--- config.mk ---
export PLATFORM = sky130hd
export DESIGN_NAME = ov7670_capture_scaled
export DESIGN_NICKNAME = d
export VERILOG_FILES = /design/src/rtl/ov7670_capture_scaled.sv
export SDC_FILE = /design/constraint.sdc
export NUM_CORES = 1
export LEC_CHECK = 0
export ABC_AREA = 1
export CORE_UTILIZATION = 55
export DETAILED_ROUTE_END_ITERATION = 8
export DONT_BUFFER_PORTS = 1
export PLACE_DENSITY = 0.7
export SYNTH_ARGS = -nofsm -noshare
export SYNTH_HDL_FRONTEND = slang
export SYNTH_SLANG_ARGS = --single-unit
--- constraint.sdc ---
create_clock -name clk -period 3.29 [get_ports clk]
set_input_delay 0.329 -clock clk [delete_from_list [all_inputs] [get_ports clk]]
set_output_delay 0.329 -clock clk [all_outputs]
set_load 0.02 [all_outputs]
--- src/rtl/ov7670_capture_scaled.sv ---
// ov7670_capture_scaled
//   Captures OV7670 RGB565 byte pairs in the camera PCLK domain and emits
//   frame-buffer writes. Decimation by 1, 2 or 4 on both axes still produces
//   dense, linear write addresses. A capture is armed only at a frame boundary.
//   Each captured frame is counted and ends with a one-cycle done pulse. A line
//   whose byte count is not exactly 2*H_ACTIVE sets a sticky error flag.
//
// Ports
//   clk          camera PCLK; all logic runs on the rising edge
//   reset        synchronous, active-high
//   enable       capture arm, sampled only at frame boundaries
//   scale        0 = full, 1 = 1/2, 2 = 1/4 per axis, 3 = full; latched at frame start
//   vsync        sensor VSYNC, high between frames
//   href         sensor HREF, high during active line bytes
//   d            sensor data byte
//   we           frame-buffer write strobe, one cycle per written pixel
//   addr         write address, dense from 0 within each frame
//   dout         write pixel (RGB444 when OUT_BITS = 12, RGB565 when OUT_BITS = 16)
//   frame_done   one-cycle pulse at the end of each captured frame
//   frame_count  captured frames, wraps 65535 -> 0
//   line_err     sticky bad-line-length flag, cleared only by reset
//   dbg_state    current FSM state (0 = IDLE, 1 = SYNC, 2 = ACTIVE)
//
// Handshake: there is no back-pressure. The sink must accept a write on
// every cycle in which we = 1. addr and dout are valid only in those cycles.
module ov7670_capture_scaled #(
  parameter int H_ACTIVE = 640,
  parameter int V_ACTIVE = 480,
  parameter int OUT_BITS = 12,
  parameter int ADDR_W   = 19
) (
  input  logic                clk,
  input  logic                reset,
  input  logic                enable,
  input  logic [1:0]          scale,
  input  logic                vsync,
  input  logic                href,
  input  logic [7:0]          d,
  output logic                we,
  output logic [ADDR_W-1:0]   addr,
  output logic [OUT_BITS-1:0] dout,
  output logic                frame_done,
  output logic [15:0]         frame_count,
  output logic                line_err,
  output logic [1:0]          dbg_state
);

  typedef enum logic [1:0] {
    IDLE   = 2'd0,
    SYNC   = 2'd1,
    ACTIVE = 2'd2
  } state_t;

  localparam logic [15:0] X_LIM      = 16'(H_ACTIVE);
  localparam logic [15:0] Y_LIM      = 16'(V_ACTIVE);
  localparam logic [15:0] LINE_BYTES = 16'(2 * H_ACTIVE);
  localparam logic [15:0] CNT_MAX    = 16'hFFFF;

  state_t state, state_next;

  logic              vsync_q, href_q;
  logic              vsync_rise, vsync_fall, href_fall;
  logic [15:0]       x, y, bcnt;
  logic              phase;
  logic [7:0]        hi;
  logic [1:0]        smask;        // low bits of x/y that must be zero to write
  logic [ADDR_W-1:0] wr_addr;
  logic [OUT_BITS-1:0] pix;

  logic start_frame, end_frame, byte_en, line_end, write_ok;

  assign vsync_rise = vsync & ~vsync_q;
  assign vsync_fall = ~vsync & vsync_q;
  assign href_fall  = ~href & href_q;
  assign dbg_state  = state;

  // State register
  always_ff @(posedge clk) begin
    if (reset) state <= IDLE;
    else       state <= state_next;
  end

  // Next-state logic. A frame already under way when capture is armed is
  // skipped: IDLE waits for VSYNC high, then SYNC waits for its falling edge.
  always_comb begin
    state_next = state;
    case (state)
      IDLE:    if (enable && vsync) state_next = SYNC;
      SYNC:    if (vsync_fall) state_next = ACTIVE;
      ACTIVE:  if (vsync_rise) state_next = enable ? SYNC : IDLE;
      default: state_next = IDLE;
    endcase
  end

  // Control decode. A VSYNC rise wins over any byte or line-end activity in
  // the same cycle. A truncated line therefore neither writes its partial
  // pixel nor raises line_err.
  always_comb begin
    start_frame = 1'b0;
    end_frame   = 1'b0;
    byte_en     = 1'b0;
    line_end    = 1'b0;
    case (state)
      SYNC:   start_frame = vsync_fall;
      ACTIVE: begin
        end_frame = vsync_rise;
        byte_en   = href & ~vsync_rise;
        line_end  = href_fall & ~vsync_rise;
      end
      default: ;
    endcase
  end

  // x is the index of the pixel being completed, before it increments.
  assign write_ok = byte_en & phase & (x < X_LIM) & (y < Y_LIM) &
                    ((x[1:0] & smask) == 2'b00) & ((y[1:0] & smask) == 2'b00);

  // Pixel formatting from {hi, lo}: hi = {R[4:0], G[5:3]}, lo = {G[2:0], B[4:0]}.
  generate
    if (OUT_BITS == 16) begin : g_rgb565
      assign pix = {hi, d};
    end else begin : g_rgb444
      logic unused_bits;
      assign pix         = {hi[7:4], hi[2:0], d[7], d[4:1]};
      assign unused_bits = ^{hi[3], d[6:5], d[0]};
    end
  endgenerate

  // Datapath and registered outputs
  always_ff @(posedge clk) begin
    if (reset) begin
      vsync_q     <= 1'b0;
      href_q      <= 1'b0;
      x           <= '0;
      y           <= '0;
      bcnt        <= '0;
      phase       <= 1'b0;
      hi          <= '0;
      smask       <= 2'b00;
      wr_addr     <= '0;
      we          <= 1'b0;
      addr        <= '0;
      dout        <= '0;
      frame_done  <= 1'b0;
      frame_count <= '0;
      line_err    <= 1'b0;
    end else begin
      vsync_q    <= vsync;
      href_q     <= href;
      we         <= 1'b0;
      frame_done <= 1'b0;

      if (start_frame) begin
        case (scale)
          2'd1:    smask <= 2'b01;
          2'd2:    smask <= 2'b11;
          default: smask <= 2'b00;
        endcase
        x       <= '0;
        y       <= '0;
        bcnt    <= '0;
        phase   <= 1'b0;
        wr_addr <= '0;
      end

      if (end_frame) begin
        frame_done  <= 1'b1;
        frame_count <= frame_count + 16'd1;
        phase       <= 1'b0;
      end

      // Counters saturate so an overlong line cannot wrap back into range.
      if (byte_en) begin
        if (bcnt != CNT_MAX) bcnt <= bcnt + 16'd1;
        if (!phase) begin
          hi    <= d;
          phase <= 1'b1;
        end else begin
          phase <= 1'b0;
          if (x != CNT_MAX) x <= x + 16'd1;
        end
      end

      // An odd trailing byte is dropped by clearing the phase here.
      if (line_end) begin
        if (bcnt != LINE_BYTES) line_err <= 1'b1;
        if (y != CNT_MAX) y <= y + 16'd1;
        x     <= '0;
        bcnt  <= '0;
        phase <= 1'b0;
      end

      if (write_ok) begin
        we      <= 1'b1;
        addr    <= wr_addr;
        dout    <= pix;
        wr_addr <= wr_addr + 1'b1;
      end
    end
  end

endmodule

== After elaboration in Yosys (flattened, before gate mapping) ==
Cells that the tools add are included.

* Flip-flop bits (word level): 132
* Bits of input ports: 15
* Logic and storage cells: 89

* Add/subtract/negate cells: 5
* Order comparisons: 2
* Eq/ne operators: 11
* Mux-type cells: 28
* Bitwise gates (word level): 17
* Reductions and logical operators: 10

{| class="wikitable"
|+ Operators by type and width
! operator !! count
|-
| $mux 16 || 10
|-
| $add 16x1->16 const B || 4
|-
| $ne 16x16->1 const B || 3
|-
| $mux 19 || 2
|-
| $add 19x1->19 const B || 1
|-
| $lt 16x10->1 const B || 1
|-
| $lt 16x9->1 const B || 1
|-
| $ne 16x11->1 const B || 1
|-
| $mux 1 || 11
|-
| $and 1x1->1 || 10
|-
| $logic_not 2->1 || 3
|-
| $mux 2 || 3
|-
| $ne 2x2->1 const B || 3
|-
| $pmux 2 s3 || 1
|-
| $not 1->1 || 5
|-
| $and 2x2->2 || 2
|-
| $eq 2x1->1 const B || 2
|-
| $eq 2x2->1 const B || 2
|-
| $pmux 2 s2 || 1
|-
| $reduce_and 2->1 || 2
|-
| $reduce_and 3->1 || 1
|-
| $reduce_bool 3->1 || 1
|-
| $reduce_bool 2->1 || 1
|-
| $reduce_or 2->1 || 1
|-
| $logic_and 1x1->1 || 1
|}

== Logic depth before layout (Yosys ltp) ==
Gate-level depths: netlist of run 1.

* Depth after elaboration: 11
* Depth in mapped cells: 12

== Least setup slack after synthesis of run 1 ==
Ideal clock, no wire load.

* Path type: register to register
* From: register y[0]
* To: register y[0]
* Setup time: 0.114 ns
* Data arrival time: 1.502 ns
* Setup slack: 1.674 ns
* Cell stages (with the launch flop): 11
* Buffers on the path: 1
* Period minus slack after synthesis: 1.616 ns
* Path through: dfxtp_1 -> ha_1 -> nand3_1 -> nor2_1 -> inv_1 -> nor2_4 -> nand3_2 -> nand2_2 -> buf_6 -> xor2_1 -> nor2_1

* Cells in the longest elaborated chain, start to end: 3
* Elaborated cells on any way between the ends: 5

{| class="wikitable"
|+ Ends and longest elaborated chain
! element !! line !! RTL
|-
| start: declaration || 63 || <nowiki>logic [15:0] x, y, bcnt;</nowiki>
|-
| start signal: assignment || 187 || <nowiki>if (y != CNT_MAX) y <= y + 16'd1;</nowiki>
|-
| $add 16x1->16 (tied with other cells) || 187 ||
|-
| $mux 16 || 187 ||
|-
| $mux 16 (*) || 185 || <nowiki>if (line_end) begin</nowiki>
|}

Every way passes the cells marked *; elsewhere a longest branch is shown, timed or not.
A chain may end at the register's enable or synchronous reset.

== Final worst setup path of run 1 ==
* From: register state[1], in the netlist dbg_state[1]
* To: register dout[4]

* Cells in the longest elaborated chain, start to end: 7

{| class="wikitable"
|+ Ends and longest elaborated chain
! element !! line !! RTL
|-
| start: declaration || 59 || <nowiki>state_t state, state_next;</nowiki>
|-
| start signal: assignment || 80 || <nowiki>else state <= state_next;</nowiki>
|-
| $eq 2x2->1 || 103 || <nowiki>case (state)</nowiki>
|-
| $mux 1 || 103 ||
|-
| $and 1x1->1 (4 in series) || 115 || <nowiki>assign write_ok = byte_en & phase & (x < X_LIM) & (y < Y_LIM) &</nowiki>
|-
| $and 1x1->1 || 116 || <nowiki>((x[1:0] & smask) == 2'b00) & ((y[1:0] & smask) == 2'b00);</nowiki>
|-
| end signal: assignment || 196 || <nowiki>dout <= pix;</nowiki>
|-
| end: declaration || 41 || <nowiki>output logic [OUT_BITS-1:0] dout,</nowiki>
|}

No other way between the ends.

==> metrics.txt, run 1 <==
status finished, violations left; violated checks design-rule violations; full die area between 0.01 and 0.015 mm^2; placed cells around 1100; Final min period 2.336 ns; vias in the first global route about 5500; cell taking the most area after synthesis dfxtp_1; critical path data required time around 3.6 ns; register area share after synthesis 0.3943; MaxCap Viol Count 0; clock tree root driver cell clkbuf_16; Remaining DRCs 6; Port Buf Inserts 0; routability-driven placement congestion ratio between 0.9 and 1; Non-Filler Instances 1123; initial antenna violation count 0; Num Clock Sinks about 130; largest net degree at the start of global routing 58; post-synth cell types between 40 and 50; H-Tree Level Count 4; Rows 39; Arr. time, crit path 2.65 ns; EDFF count, synth 0; crit-path max FO 22; Vias 6035; P_int 0.002798 W; TritonRoute pass-1 iters 9; Crit Path Category reg -> reg; CORE AREA 0.01161 mm^2; flops & latches, synth approximately 130; Combinational Power Share 0.018; clk_lat worst skew around 0.42 ns; Total Routing Usage GR 0.2543; Layout area overhead 10.52%; grt peak-use layer met2; vias per inst approximately 5.4; power per cell area between 400 and 500 mW/mm^2; met3 Use GR 0.06805; Clock Power Share 0.539; Worst-path clk slew 0.06 ns; GR Util met1 0.3288; critical path's most frequent cell nand3_2; Leak Pwr ~2.8 nW; final hold vios 0; largest cells by area after synthesis dfxtp_1 (39%), nor2_1 (10%), nand2_1 (9.9%); Worst Skew between 0.009 and 0.01 ns; register share of total power 0.444; Sw Ratio 0.2216; Post-Route Utilization 0.6329; I/O pin cnt 67; slew margin rel. 0.4176; Worst VDD drop about 0.47 mV; final setup vio count 0; grt total ovfl 0; CP startpoint kind flop; die height approximately 110 um; WL final 15.11 mm; Final Cell Area 0.007351 mm^2; total negative slack 0 ns; CP Cell Sequence nand2_1 -> inv_2 -> nand3_2 -> nor2_4 -> nand3_2 -> buf_4 -> o21ai_0 -> nor2_1; Synth top area share 0.3943; fin nets approximately 990; Syn Area/Cell slightly below 7 um^2; syn_nets between 900 and 1000; hpwl dp roughly 9.8 mm; total CTS buffers 17; initial core utilization 0.5727; final slew viol count 0; top_reg_cell synth dfxtp_1; DP Area approximately 0.0067 mm^2; WL per Instance ~13 um; Switch Pwr between 0.0007 and 0.0008 W; GR Util met2 0.4066; ANT cells 0; share of layout cells above drive strength 1 0.09694; DR iter-0 viols 430; Synth Warn # 0; Die W approximately 110 um; number of routed nets with antenna violations 0; Syn Inst Count ~970; critical path's largest stage delay 0.48 ns; Syn Std Cell Area 0.006651 mm^2; Setup crit end kind flop; slew at the pin closest to its max-slew limit 0.8704 ns; most common cell in the synthesized netlist nor2_1; RSZ-0062 raised after global routing no; final period utilization 0.7100; first-pass GRT wire length around 26 mm; Synth top cells by count nor2_1 (178), nand2_1 (175), dfxtp_1 (131), inv_1 (99), o21ai_0 (80); ys async rst share 0; hold crit path type in -> reg; crit path max-delay cell type dfxtp_1; FMAX roughly 430 MHz; clock buffer depth 2; CTS tree done
## flip-flops by register name (all words and copies together) (netlist names)
signal / cells
bcnt: 16
vsync_q: 1
dbg_state: 2
wr_addr: 19
smask: 2
addr: 19
dout: 12
phase: 1
frame_done: 1
href_q: 1
frame_count: 16
line_err: 1
hi: 7
y: 16
x: 16
we: 1
## power by group through the flow
stage	clock network [W]	registers, W	logic [W]
6_report	0.00194	0.00159	0.0000639
4_1_cts	0.00197	0.00159	0.0000624
2_1_floorplan	0	0.00163	0.0000443
5_1_grt	0.00206	0.00159	0.0000717
3_5_place_dp	0	0.00163	0.0000505
3_3_place_gp	0	0.00163	0.0000502
## repair_timing
action,4_1_cts,5_1_grt
buffers inserted,0,0
endpoints found under the hold margin,34,1
gates resized for setup,0,0
hold buffers,2,1
## worst max-delay path: cells and delay by family (launching register included)
family,cells,cell delay [ns]
DFF,1,0.48
AOI/OAI and AO/OA,1,0.19
buffers and inverters,2,0.41
and+or+nand+nor,5,1.14
## layout make-up
cell class	count	area [um^2]
Fill cell	1092	4263
Clock inverter	12	145.1
Tap cell	143	178.9
Timing Repair Buffer	9	97.59
Clock buffer	20	466.7
Multi-Input combinational cell	699	3431
Inverter	109	409.1
Sequential cell	131	2623
## layer usage
metal	wire length, um	part of all wire	vias up
li1	-	-	3175
met1	7124	0.47	2704
met2	6953	0.46	141
met3	772	0.051	15
met4	261	0.017	0
met5	0	0	-
## cell usage in the layout (no fill, tap or decap), drive strengths merged, types with 2 or more instances in the layout
cell,Yosys,routed
nand2,185,185
nor4,3,3
o21a,2,2
nor3,25,25
bufinv,0,2
o22ai,2,2
xor2,9,9
ha,7,7
and3,2,2
nand3,74,74
nand4,21,21
xnor2,4,4
dfxtp,131,131
buf,22,7
clkinvlp,0,2
nor2,188,188
dlygate4sd3,0,2
or2,4,4
inv,108,113
a21oi,57,57
o211a,2,2
clkinv,1,4
clkbuf,13,20
o211ai,7,7
o21ai,90,90
a211oi,11,11
## cell families (layout without fill, tap and decap cells)
family	count (synthesis)	count (layout)	share of synthesized area
flip-flops	131	131	0.3943
buffers and inverters	144	150	0.09067
AO/OA/AOI/OAI	175	175	0.1471
XOR/XNOR	13	13	0.01712
AND/OR/NAND/NOR	504	504	0.3377
adder cells (fa/ha/maj)	7	7	0.01317
## stage by stage
step / hold WS [ns] / setup slack [ns] / power (W)
finish: 0.04116 / 0.9541 / 0.003595
floorplan: 0.4542 / 1.674 / 0.001673
detailed placement: 0.4054 / 0.9567 / 0.001680
global placement: 0.4027 / 0.9855 / 0.001679
global route: 0.03457 / 0.6612 / 0.003728
CTS: 0.004019 / 0.9183 / 0.003630
## worst paths after layout
kind | from | endpoint | slack (ns) | cells past startpoint
min | d[5] | hi[5] | 0.04 | 2
max reg2reg | dbg_state[1] | dout[4] | 0.95 | 8
max | dbg_state[1] | dout[4] | 0.95 | 8
min reg2reg | y[4] | y[4] | 0.49 | 2
No activity file was read; power rests on OpenSTA's default activity.
==> inputs of run 2 (changes only) <==
==> constraint.sdc (replaced) <==
create_clock -name clk -period 2.3 [get_ports clk]
set_input_delay 0.23 -clock clk [delete_from_list [all_inputs] [get_ports clk]]
set_output_delay 0.23 -clock clk [all_outputs]
set_load 0.02 [all_outputs]
==> metrics.txt, run 2 (synthesis results as in run 1) <==
status finished, violations left; FMAX 508.4 MHz (+19%); crit path max-delay cell type dfxtp_1; biggest regs addr x19, wr_addr x19; routability-driven placement congestion ratio 0.8802 (-4.0%); # fillers 1080 (-1.1%); Rows 39 (unchanged); H-Tree Level Count 4 (unchanged); share of layout cells above drive strength 1 0.09829 (+0.001356); MaxCap Viol Count 0 (unchanged); Port Buf Inserts 0 (unchanged); Place WS 0.3444 ns (-0.6123 ns); grt total ovfl 0 (unchanged); ANT cells 0 (unchanged); Final min period 1.967 ns (-0.3690 ns); initial core utilization 0.5727 (unchanged); Leak Pwr 2.938 nW (+3.8%); met1 wire length 7.016 mm (-1.5%); Total Routing Usage GR 0.2529 (-0.001312); Vias 6169 (+2.2%); CORE AREA 0.01161 mm^2 (unchanged); most frequent cells in the layout nor2_1 (178), nand2_1 (175), dfxtp_1 (131); TritonRoute pass-1 iters 7 (-2); CTS tree done; Worst Skew 0.008600 ns (-0.001000 ns); largest net degree at the start of global routing 58 (unchanged); final period utilization 0.8552 (+0.1452); hpwl dp 10.24 mm (+4.0%); critical path data required time 2.65 ns (-0.95 ns); Worst-path clk slew 0.05 ns (about the same); final slew viol count 0 (unchanged); Crit Path Category reg -> reg; total power 0.005479 W (+52%); CP startpoint kind flop; WL final 15.06 mm (-0.32%); Setup crit end kind flop; vias per inst 5.411 (+0.70%); total negative slack 0 ns (unchanged); number of routed nets with antenna violations 0 (unchanged); initial antenna violation count 0 (unchanged); clock tree root driver cell clkbuf_16; clk_lat worst skew 0.42 ns (about the same); full die area 0.01254 mm^2 (unchanged); critical path's largest stage delay 0.38 ns (-0.10 ns); die height 112.0 um (unchanged); Final Cell Area 0.007562 mm^2 (+2.9%); commonest non-fill, non-tap cell in the layout nor2_1; Top Metal Used met4; met2 wire length 7.081 mm (+1.8%); I/O pin cnt 67 (unchanged); vias in the first global route 5641 (+2.3%); Worst Hold Margin 0.01736 ns (-0.02380 ns); Remaining DRCs 7 (+1); Num Clock Sinks 131 (unchanged); CP Cell Sequence ha_1 -> nand2_1 -> inv_1 -> nand2_1 -> nor3_4 -> nand3_2 -> nand2_2 -> inv_1 -> nand3_1 -> nor2_1 -> nor2_1; power per cell area 724.5 mW/mm^2 (+48%); Layout area overhead 13.69%; final hold vios 0 (unchanged); first-pass GRT wire length 25.91 mm (+0.11%); Die W 112.0 um (unchanged); final setup vio count 0 (unchanged); violated checks design-rule violations; DP Area 0.006759 mm^2 (+0.90%); slew at the pin closest to its max-slew limit 0.7537 ns (-0.1168 ns); detailed route wirelength on metal3 722 um (-6.5%); hold crit path type in -> reg; Worst VDD drop 0.3933 mV (-16%); fin nets 1006 (+1.7%); RSZ-0062 raised after global routing no; clock buffer depth 2 (unchanged); crit-path max FO 18 (-18%); post-cts gate resize count 0 (unchanged); WL per Instance 13.21 um (-1.8%); slew margin rel. 0.4957 (+0.07813); post-route setup slack 0.3331 ns (-0.6210 ns); DR iter-0 viols 424 (-1.4%); Arr. time, crit path 2.32 ns (-0.33 ns); total CTS buffers 17 (unchanged)
run 2: power by group:
group	leakage, nW	switching, W	internal [W]	total (W)
combinational	1.56	0.0000697	0.0000361	0.000106
clock	0.326	0.000951	0.00214	0.00309
sequential	1.06	0.00000616	0.00228	0.00228
run 2: path summary, 6_finish.rpt:
| check | from | to | slack (ns) | depth (start not counted) |
|---|---|---|---|---|
| max | x[1] | x[5] | 0.33 | 11 |
| min | reset | y[11] | 0.02 | 3 |
| max reg2reg | x[1] | x[5] | 0.33 | 11 |
| min reg2reg | hi[5] | dout[9] | 0.49 | 2 |
run 2: layout make-up:
type / count / area [um^2] / area share
well taps: 143 / 178.9 / 0.02366
flip-flops and latches: 131 / 2623 / 0.3468
repair buffers: 26 / 247.7 / 0.03276
clock inverters: 10 / 229.0 / 0.03028
inverters: 109 / 409.1 / 0.05410
clock buffers: 22 / 444.2 / 0.05874
multi-input cells: 699 / 3431 / 0.4537
run 2: per-stage QoR:
stage,std cells,util
6_report,1140,0.6512
5_1_grt,1140,0.6512
4_1_cts,1140,0.6512
3_5_place_dp,1096,0.5820
3_3_place_gp,1096,0.5820
2_1_floorplan,974,-
run 2: what timing repair did:
action	CTS	global route
setup buffers	0	0
hold endpoints to repair	51	0
hold buffers	12	0
endpoints found under the setup margin	0	0
run 2: metal layers:
| metal | global-route usage | vias to the layer above |
|---|---|---|
| met3 | 0.05171 | 22 |
| li1 | - | 3211 |
| met5 | 0 | - |
| met1 | 0.3210 | 2796 |
| met2 | 0.4224 | 140 |
| met4 | 0.09778 | 0 |
run 2: critical path, delay by kind of cell, from the launching register on:
family	cells	cell delay, ns
adders and majority gates	1	0.20
buffers and inverters	2	0.26
DFF	1	0.38
and+or+nand+nor	8	1.07
